## src/rtl/mem_access_stage_if.sv

```systemverilog
// -----------------------------------------------------------------------------
// mem_access_stage_if
//   Groups the operation handshake, the result registers and the data-memory
//   bus of the memory-access stage into one bundle.
//
//   Op side   : valid_in, z_in, y_in, mem_rd, mem_wr        (to stage)
//               z_reg_out, mdr_out, busy, done, err        (from stage)
//   Bus side  : mem_req, mem_we, mem_addr, mem_wdata       (from stage)
//               mem_rdata, mem_ack                         (to stage)
//
//   Modports: slave  = the stage itself
//             master = whoever drives ops and models memory (ALU side / bench)
// -----------------------------------------------------------------------------
interface mem_access_stage_if #(
   parameter int DW = 32
);
   logic          valid_in;
   logic [DW-1:0] z_in;
   logic [DW-1:0] y_in;
   logic          mem_rd;
   logic          mem_wr;
   logic [DW-1:0] z_reg_out;
   logic [DW-1:0] mdr_out;
   logic          busy;
   logic          done;
   logic          err;
   logic          mem_req;
   logic          mem_we;
   logic [DW-1:0] mem_addr;
   logic [DW-1:0] mem_wdata;
   logic [DW-1:0] mem_rdata;
   logic          mem_ack;

   modport slave (
      input  valid_in, z_in, y_in, mem_rd, mem_wr, mem_rdata, mem_ack,
      output z_reg_out, mdr_out, busy, done, err,
             mem_req, mem_we, mem_addr, mem_wdata
   );

   modport master (
      output valid_in, z_in, y_in, mem_rd, mem_wr, mem_rdata, mem_ack,
      input  z_reg_out, mdr_out, busy, done, err,
             mem_req, mem_we, mem_addr, mem_wdata
   );
endinterface

```

## src/rtl/mem_access_stage.sv

```systemverilog
// -----------------------------------------------------------------------------
// mem_access_stage
//   Stage 4 of the multi-cycle datapath. Captures the ALU result into Z
//   (fed back to the ALU x-mux) and performs at most one word load/store per
//   operation over a req/ack data-memory bus; load data lands in MDR.
//
// Ports
//   clk        system clock, all state on posedge
//   reset      synchronous, active-high
//   m          mem_access_stage_if.slave: op handshake, Z/MDR, memory bus
//   state_dbg  current FSM state (IDLE=0, BUS=1, DONE=2) for observation
//
// Handshakes
//   Op: an op is accepted on a clk edge where valid_in=1 and busy=0. While
//   busy=1 valid_in is ignored (no queue). Completion is a single-cycle done
//   pulse; err belongs to that op and holds until the next accept.
//   Bus: mem_req rises in the first BUS cycle and stays high with addr/we/
//   wdata stable until a cycle with mem_ack=1 (one-cycle pulse) or until the
//   timeout limit; mem_ack outside BUS is ignored.
//
// Parameters
//   DW           data/address width, 32 in this datapath
//   TIMEOUT_CYC  max BUS cycles without mem_ack before giving up with err=1
//
// Configuration macro
//   ALIGN_CHECK_EN  defined  : load/store with z_in[1:0]!=0 completes with
//                              err=1 and no bus cycle (Z still loaded)
//                   undefined: address low two bits are forced to zero
// -----------------------------------------------------------------------------
module mem_access_stage #(
   parameter int DW          = 32,
   parameter int TIMEOUT_CYC = 16
) (
   input  logic                clk,
   input  logic                reset,
   mem_access_stage_if.slave   m,
   output logic [1:0]          state_dbg
);

   localparam int CW = $clog2(TIMEOUT_CYC + 1);

   typedef enum logic [1:0] {
      S_IDLE = 2'd0,
      S_BUS  = 2'd1,
      S_DONE = 2'd2
   } state_t;

   state_t          state;
   state_t          state_next;

   logic [DW-1:0]   z_q;
   logic [DW-1:0]   mdr_q;
   logic [DW-1:0]   addr_q;
   logic [DW-1:0]   wdata_q;
   logic            we_q;
   logic            err_q;
   logic [CW-1:0]   cnt_q;

   logic            accept;
   logic            one_op;
   logic            misaligned;
   logic            accept_err;
   logic            timeout;
   logic [CW-1:0]   cnt_plus;

   // Next-state and decode
   always_comb begin
      state_next = state;
      accept     = 1'b0;
      one_op     = 1'b0;
      misaligned = 1'b0;
      accept_err = 1'b0;
      timeout    = 1'b0;
      cnt_plus   = cnt_q + 1'b1;

      accept = (state == S_IDLE) && m.valid_in;
      one_op = m.mem_rd ^ m.mem_wr;
`ifdef ALIGN_CHECK_EN
      misaligned = one_op && (m.z_in[1:0] != 2'b00);
`else
      misaligned = 1'b0;
`endif
      // rd and wr together is an illegal op: complete at once with error.
      accept_err = (m.mem_rd & m.mem_wr) | misaligned;

      // Ack on the cycle the limit would be reached still wins.
      timeout = (state == S_BUS) && !m.mem_ack &&
                (cnt_plus == CW'(TIMEOUT_CYC));

      case (state)
         S_IDLE: begin
            if (accept) begin
               if (one_op && !accept_err) state_next = S_BUS;
               else                       state_next = S_DONE;
            end
         end
         S_BUS: begin
            if (m.mem_ack || timeout) state_next = S_DONE;
         end
         S_DONE: begin
            state_next = S_IDLE;
         end
         default: begin
            state_next = S_IDLE;
         end
      endcase
   end

   // State and datapath registers
   always_ff @(posedge clk) begin
      if (reset) begin
         state   <= S_IDLE;
         z_q     <= '0;
         mdr_q   <= '0;
         addr_q  <= '0;
         wdata_q <= '0;
         we_q    <= 1'b0;
         err_q   <= 1'b0;
         cnt_q   <= '0;
      end else begin
         state <= state_next;

         if (accept) begin
            z_q     <= m.z_in;
            err_q   <= accept_err;
            // Word address: low bits never reach the bus.
            addr_q  <= {m.z_in[DW-1:2], 2'b00};
            wdata_q <= m.y_in;
            we_q    <= m.mem_wr;
            cnt_q   <= '0;
         end

         if (state == S_BUS) begin
            if (m.mem_ack) begin
               if (!we_q) mdr_q <= m.mem_rdata;
            end else begin
               cnt_q <= cnt_plus;
               if (timeout) err_q <= 1'b1;
            end
         end

         if (state == S_DONE) cnt_q <= '0;
      end
   end

   assign m.z_reg_out = z_q;
   assign m.mdr_out   = mdr_q;
   assign m.busy      = (state != S_IDLE);
   assign m.done      = (state == S_DONE);
   assign m.err       = err_q;
   assign m.mem_req   = (state == S_BUS);
   assign m.mem_we    = we_q;
   assign m.mem_addr  = addr_q;
   assign m.mem_wdata = wdata_q;
   assign state_dbg   = state;

endmodule
```

## src/flat_wrapper.sv

```systemverilog
// flat-port wrapper written by rule: the top's interface ports become plain ports
module mem_access_stage_flat 
#(
   parameter int DW          = 32,
   parameter int TIMEOUT_CYC = 16
)
  (clk, reset, state_dbg, m_valid_in, m_z_in, m_y_in, m_mem_rd, m_mem_wr, m_mem_rdata, m_mem_ack, m_z_reg_out, m_mdr_out, m_busy, m_done, m_err, m_mem_req, m_mem_we, m_mem_addr, m_mem_wdata);
  mem_access_stage_if #(.DW(DW)) m_i ();
  input  logic clk;
  input  logic reset;
  output logic [1:0] state_dbg;
  input wire logic [$bits(m_i.valid_in)-1:0] m_valid_in;
  input wire logic [$bits(m_i.z_in)-1:0] m_z_in;
  input wire logic [$bits(m_i.y_in)-1:0] m_y_in;
  input wire logic [$bits(m_i.mem_rd)-1:0] m_mem_rd;
  input wire logic [$bits(m_i.mem_wr)-1:0] m_mem_wr;
  input wire logic [$bits(m_i.mem_rdata)-1:0] m_mem_rdata;
  input wire logic [$bits(m_i.mem_ack)-1:0] m_mem_ack;
  output wire logic [$bits(m_i.z_reg_out)-1:0] m_z_reg_out;
  output wire logic [$bits(m_i.mdr_out)-1:0] m_mdr_out;
  output wire logic [$bits(m_i.busy)-1:0] m_busy;
  output wire logic [$bits(m_i.done)-1:0] m_done;
  output wire logic [$bits(m_i.err)-1:0] m_err;
  output wire logic [$bits(m_i.mem_req)-1:0] m_mem_req;
  output wire logic [$bits(m_i.mem_we)-1:0] m_mem_we;
  output wire logic [$bits(m_i.mem_addr)-1:0] m_mem_addr;
  output wire logic [$bits(m_i.mem_wdata)-1:0] m_mem_wdata;
  assign m_i.valid_in = m_valid_in;
  assign m_i.z_in = m_z_in;
  assign m_i.y_in = m_y_in;
  assign m_i.mem_rd = m_mem_rd;
  assign m_i.mem_wr = m_mem_wr;
  assign m_i.mem_rdata = m_mem_rdata;
  assign m_i.mem_ack = m_mem_ack;
  assign m_z_reg_out = m_i.z_reg_out;
  assign m_mdr_out = m_i.mdr_out;
  assign m_busy = m_i.busy;
  assign m_done = m_i.done;
  assign m_err = m_i.err;
  assign m_mem_req = m_i.mem_req;
  assign m_mem_we = m_i.mem_we;
  assign m_mem_addr = m_i.mem_addr;
  assign m_mem_wdata = m_i.mem_wdata;
  mem_access_stage #(.DW(DW), .TIMEOUT_CYC(TIMEOUT_CYC)) u_core (.clk(clk), .reset(reset), .m(m_i), .state_dbg(state_dbg));
endmodule
```

## config.mk

```make
export PLATFORM = sky130hd
export DESIGN_NAME = mem_access_stage_flat
export DESIGN_NICKNAME = d
export VERILOG_FILES = /design/src/rtl/mem_access_stage_if.sv /design/src/rtl/mem_access_stage.sv /design/src/flat_wrapper.sv
export SDC_FILE = /design/constraint.sdc
export NUM_CORES = 1
export LEC_CHECK = 0
export ABC_AREA = 1
export ABC_CLOCK_PERIOD_IN_PS = 1500
export CAP_MARGIN = 20
export CORE_MARGIN = 3
export CORE_UTILIZATION = 38
export DETAILED_ROUTE_END_ITERATION = 10
export HOLD_SLACK_MARGIN = 0.1
export PLACE_DENSITY = 0.81
export SLEW_MARGIN = 15
export SYNTH_ARGS = -nofsm -noshare
export SYNTH_HDL_FRONTEND = slang
export SYNTH_SLANG_ARGS = --single-unit
export TNS_END_PERCENT = 20
```

## constraint.sdc

```tcl
create_clock -name clk -period 1.5 [get_ports clk]
set_clock_uncertainty 0.2 [all_clocks]
set_input_delay 0.375 -clock clk [delete_from_list [all_inputs] [get_ports clk]]
set_output_delay 0.375 -clock clk [all_outputs]
set_load 0.005 [all_outputs]
```

; After elaboration in Yosys (flattened, before gate mapping)
; Cells that the tools add are included.
[classes]
n_addsub = 1
n_eq_ne = 5
n_mux = 11
bitwise_logic = 3
n_reduce_logical = 12
[ops]
columns = cell, n
row1 = 2-to-1 mux 5 bit, 3
row2 = 2-to-1 mux 2 bit, 3
row3 = "adder 5 x 1 -> 5 bit, second input constant", 1
row4 = "== test 5 bit, second input constant", 1
row5 = logical AND 1 bit, 4
row6 = 2-to-1 mux 1 bit, 4
row7 = "inequality test 2 x 1 -> 1 bit, second input constant", 2
row8 = case mux 2 bit (2 select lines), 1
row9 = AND reduction 3 bit, 1
row10 = "== test 2 x 1 -> 1 bit, second input constant", 1
row11 = "== test 2 bit, second input constant", 1
row12 = zero test 1 bit, 2
row13 = zero test 2 bit, 1
row14 = AND reduction 2 bit, 1
row15 = nonzero test 2 bit, 1
row16 = OR reduction 2 bit, 1
row17 = bitwise AND 1 bit, 1
row18 = logical OR 1 bit, 1
row19 = inverter 1 bit, 1
row20 = XOR 1 bit, 1
[totals]
regBits = 135
input_bits = 102
output_inout_bits = 135
elab_cells = 40

; Logic depth before layout (Yosys ltp)
[logic_depth]
ltp_word = 6
mapped_depth = 8
depth_no_buf = 8

; Least setup slack after synthesis
; Ideal clock, no wire load.
[synth_path]
path_type = reg2reg
start = reg u_core.cnt_q[0]
end = reg u_core.state[0] (netlist: u_core.state_dbg[0])
setup_ns = 0.116
arrival_time_ns = 1.046
required_ns = 1.184
path_slack_ns = 0.138
stages_incl_launch_ff = 9
path_buffers = 0
period_less_slack_ns = 1.362
path_cell_list = dfxtp_1 -> ha_1 -> nand3_1 -> nand2_1 -> nand2_1 -> nor2_2 -> nand2_1 -> nand2_1 -> a21oi_1
[synth_between]
elab_chain_len = 6
[synth_lines]
columns = element, line
row1 = start: declaration, mem_access_stage.sv:57  ; logic [CW-1:0] cnt_q;
row2 = start signal: assignment, mem_access_stage.sv:137  ; cnt_q <= cnt_plus;
row3 = adder 5 x 1 -> 5 bit, mem_access_stage.sv:74  ; cnt_plus = cnt_q + 1'b1;
row4 = == test 5 bit, mem_access_stage.sv:88  ; (cnt_plus == CW'(TIMEOUT_CYC));
row5 = logical AND 1 bit, mem_access_stage.sv:87  ; timeout = (state == S_BUS) && !m.mem_ack &&
row6 = logical OR 1 bit, mem_access_stage.sv:98  ; if (m.mem_ack || timeout) state_next = S_DONE;
row7 = inequality test 2 x 1 -> 1 bit (no line), --
row8 = AND reduction 2 bit (no line), --
row9 = end signal: assignment, mem_access_stage.sv:121  ; state <= state_next;
row10 = end: declaration, mem_access_stage.sv:48  ; state_t state;
; Every way passes these cells.
; A chain may end at the register's enable or synchronous reset.

; Worst setup path after layout
[layout_path]
start = reg u_core.state[0] (netlist: u_core.state_dbg[0])
end = out m_mem_req
[layout_between]
elab_chain_len = 1
[layout_lines]
columns = element, line
row1 = == test 2 x 1 -> 1 bit, mem_access_stage.sv:151  ; assign m.mem_req = (state == S_BUS);
row2 = end: declaration, flat_wrapper.sv:24  ; output wire logic [$bits(m_i.mem_req)-1:0] m_mem_req;
; Every way passes these cells.

==> results_dict.tcl <==
set metrics [dict create \
    outcome "finished, violations left" \
    violations "negative setup slack" \
    finalSetupTns_ns -2.12 \
    area_delta_synth_final_pct 82.5 \
    vias 4473 \
    die_h_microns 109 \
    hold_viol 0 \
    synth_flop_cell "dfxtp_1" \
    clock_latency_ns 0.35 \
    via_per_inst 4.82 \
    period_needed_ns 1.65 \
    crit_type "reg -> out" \
    die_w_microns 109 \
    final_area_sq_um 7390 \
    grt_usage_pct 22.1 \
    gp_congestion 0.752 \
    p_per_area_nw_per_um2 973 \
    cts_tree "done" \
    synthTopCellsByCount "nor2_1, dfxtp_1, o21ai_0" \
    grt_max_degree 35 \
    ys_warn_count 0 \
    crit_path_end_kind "output port" \
    antennaDiodeCount 0 \
    synth.most_common_cell "nor2_1" \
    drcViolationCount 0 \
    max_freq_mhz 608 \
    ant_nets 0 \
    cp.arrival_ns 1.07 \
    setup_viol_count_final 71 \
    portBuffers 234 \
    cts_buffers 9 \
    syn_avg_cell_area_sq_um 7.76 \
    dieArea_sq_um 11900 \
    max-cap-violations 0 \
    synth_top_area_share_pct 51.9 \
    fin_cells 928 \
    synth_seq_cells 105 \
    dp_hpwl_microns 9710 \
    ctsHtreeMaxLevel 3 \
    antenna_found_initial 0 \
    min_period_over_period_pct 110 \
    coreArea_sq_um 10300 \
    nets 892 \
    ir_worst_vdd_v 0.000539 \
    hold_class "reg -> reg" \
    clock_sinks 105 \
    final_max_slew_viol_count 0 \
    rows 37 \
    clk_pin_slew_ns 0.10 \
    routedWlPerCell_microns 16.1 \
    initial_core_util_pct 39.2 \
    grt_overflow 0 \
    synthCells 522 \
    cp.required_ns 0.92 \
    placed_area_sq_um 6470 \
    synth_top_cell_by_area "dfxtp_1" \
    synth_area_sq_um 4050 \
    path_max_fanout 3 \
    fin_util_pct 71.6 \
    rsz0062_at_grt "yes" \
    io_pins 237 \
    layout-drive-gt1-share_pct 52.1 \
    synthArstFlopShare_pct 0 \
    dp_cells 861 \
    ctsHoldBuffers 0 \
    n_fill_cell 740 \
    synth_cell_types 22 \
    power.leakage_nw 3.36 \
    finalWorstSetupSlack_ns -0.146 \
    firstDrtPassIters 4 \
    cts-root-buf "clkbuf_8" \
    synth-edff-count 0 \
    grt_pass1_vias 4326 \
    first_iter_violations 185 \
    ys_seq_area_share_pct 51.9 \
    cts_max_path_buffers 2 \
    synthTopCellsByArea "dfxtp_1, nor2_1, o21ai_0" \
    wl_microns 14900 \
    cp-start-kind "flop" \
    whs_ns 0.274 \
    grt_pass1_wl_microns 20700 \
]
where the power goes:
part           switching (mW)  internal [mW]  leakage [nW]
sequential              0.159           3.07         0.900
clock                   0.977           1.00         0.112
combinational           0.864           1.12          2.35
routing by layer:
layer / share of wire, % / global-route usage [%]
met5: 0 / 0
met4: 2.6 / 9.88
met3: 10 / 7.87
met2: 51 / 40.7
met1: 36 / 22.2
area by class of cell:
class,count,area [sq um],share of cell area (%)
multi-input cells,342,1870,25.3
inverters,14,85.1,1.15
well taps,136,170,2.30
clock buffers,11,141,1.91
clock inverters,5,87.6,1.19
flip-flops and latches,105,2230,30.1
repair buffers,315,2810,38.1
state kept, by name, indices dropped and copies added, names as in the netlist:
name	flops
u_core.m.mem_we	1
u_core.m.mem_wdata	32
u_core.cnt_q	5
u_core.m.err	1
u_core.m.mdr_out	32
u_core.m.z_reg_out	32
u_core.state_dbg	2
what timing repair did:
action | 4_1_cts | 5_1_grt
gates cloned | 0 | 9
gates resized for setup | 584 | 218
setup buffers | 41 | 3
pin swaps | 3 | 11
setup endpoints to repair | 230 | 184
logic make-up after synthesis:
| group | after synthesis | share of synthesized area, % |
|---|---|---|
| other cells | 1 | 0.0926 |
| simple gates | 227 | 21.7 |
| fa+ha+maj | 3 | 0.927 |
| compound gates | 110 | 13.7 |
| buf+inv | 76 | 11.6 |
| flops | 105 | 51.9 |
path summary, 6_finish.rpt:
kind,to,slack (ns),start,depth (start not counted)
worst max-delay path,m_mem_req,-0.15,u_core.state_dbg[0]$_SDFFE_PP0P_,4
worst min-delay path,u_core.m.mem_wdata[3]$_SDFFE_PP0N_,0.27,u_core.m.mem_wdata[3]$_SDFFE_PP0N_,2
worst max register to register,u_core.m.mdr_out[2]$_SDFFE_PP0P_,-0.07,u_core.state_dbg[0]$_SDFFE_PP0P_,9
worst min register to register,u_core.m.mem_wdata[3]$_SDFFE_PP0N_,0.27,u_core.m.mem_wdata[3]$_SDFFE_PP0N_,2
stage by stage:
stage | power (mW) | setup slack [ns]
finish | 7.19 | -0.146
floorplan | 3.89 | 0.138
global placement | 4.86 | -0.417
CTS | 7.03 | -0.165
detailed placement | 4.92 | -0.451
global route | 7.54 | -0.209
worst max-delay path: stages, from the launching register on:
cell,delay [ns]
dfxtp_4,0.37
buf_6,0.13
nand2_4,0.07
inv_4,0.04
buf_6,0.10
cell usage in the layout (no fill, tap or decap), types with 14 or more instances in the layout:
cell type	n
nand2_1	14
o21ai_0	21
o21ai_1	60
clkbuf_2	39
clkdlybuf4s50_1	100
o21ai_2	19
buf_2	67
dfxtp_2	96
nor2_4	28
buf_4	36
nor2_1	149
nor2_2	27
buf_6	52
Note: power is estimated with default switching activity, not from simulation.
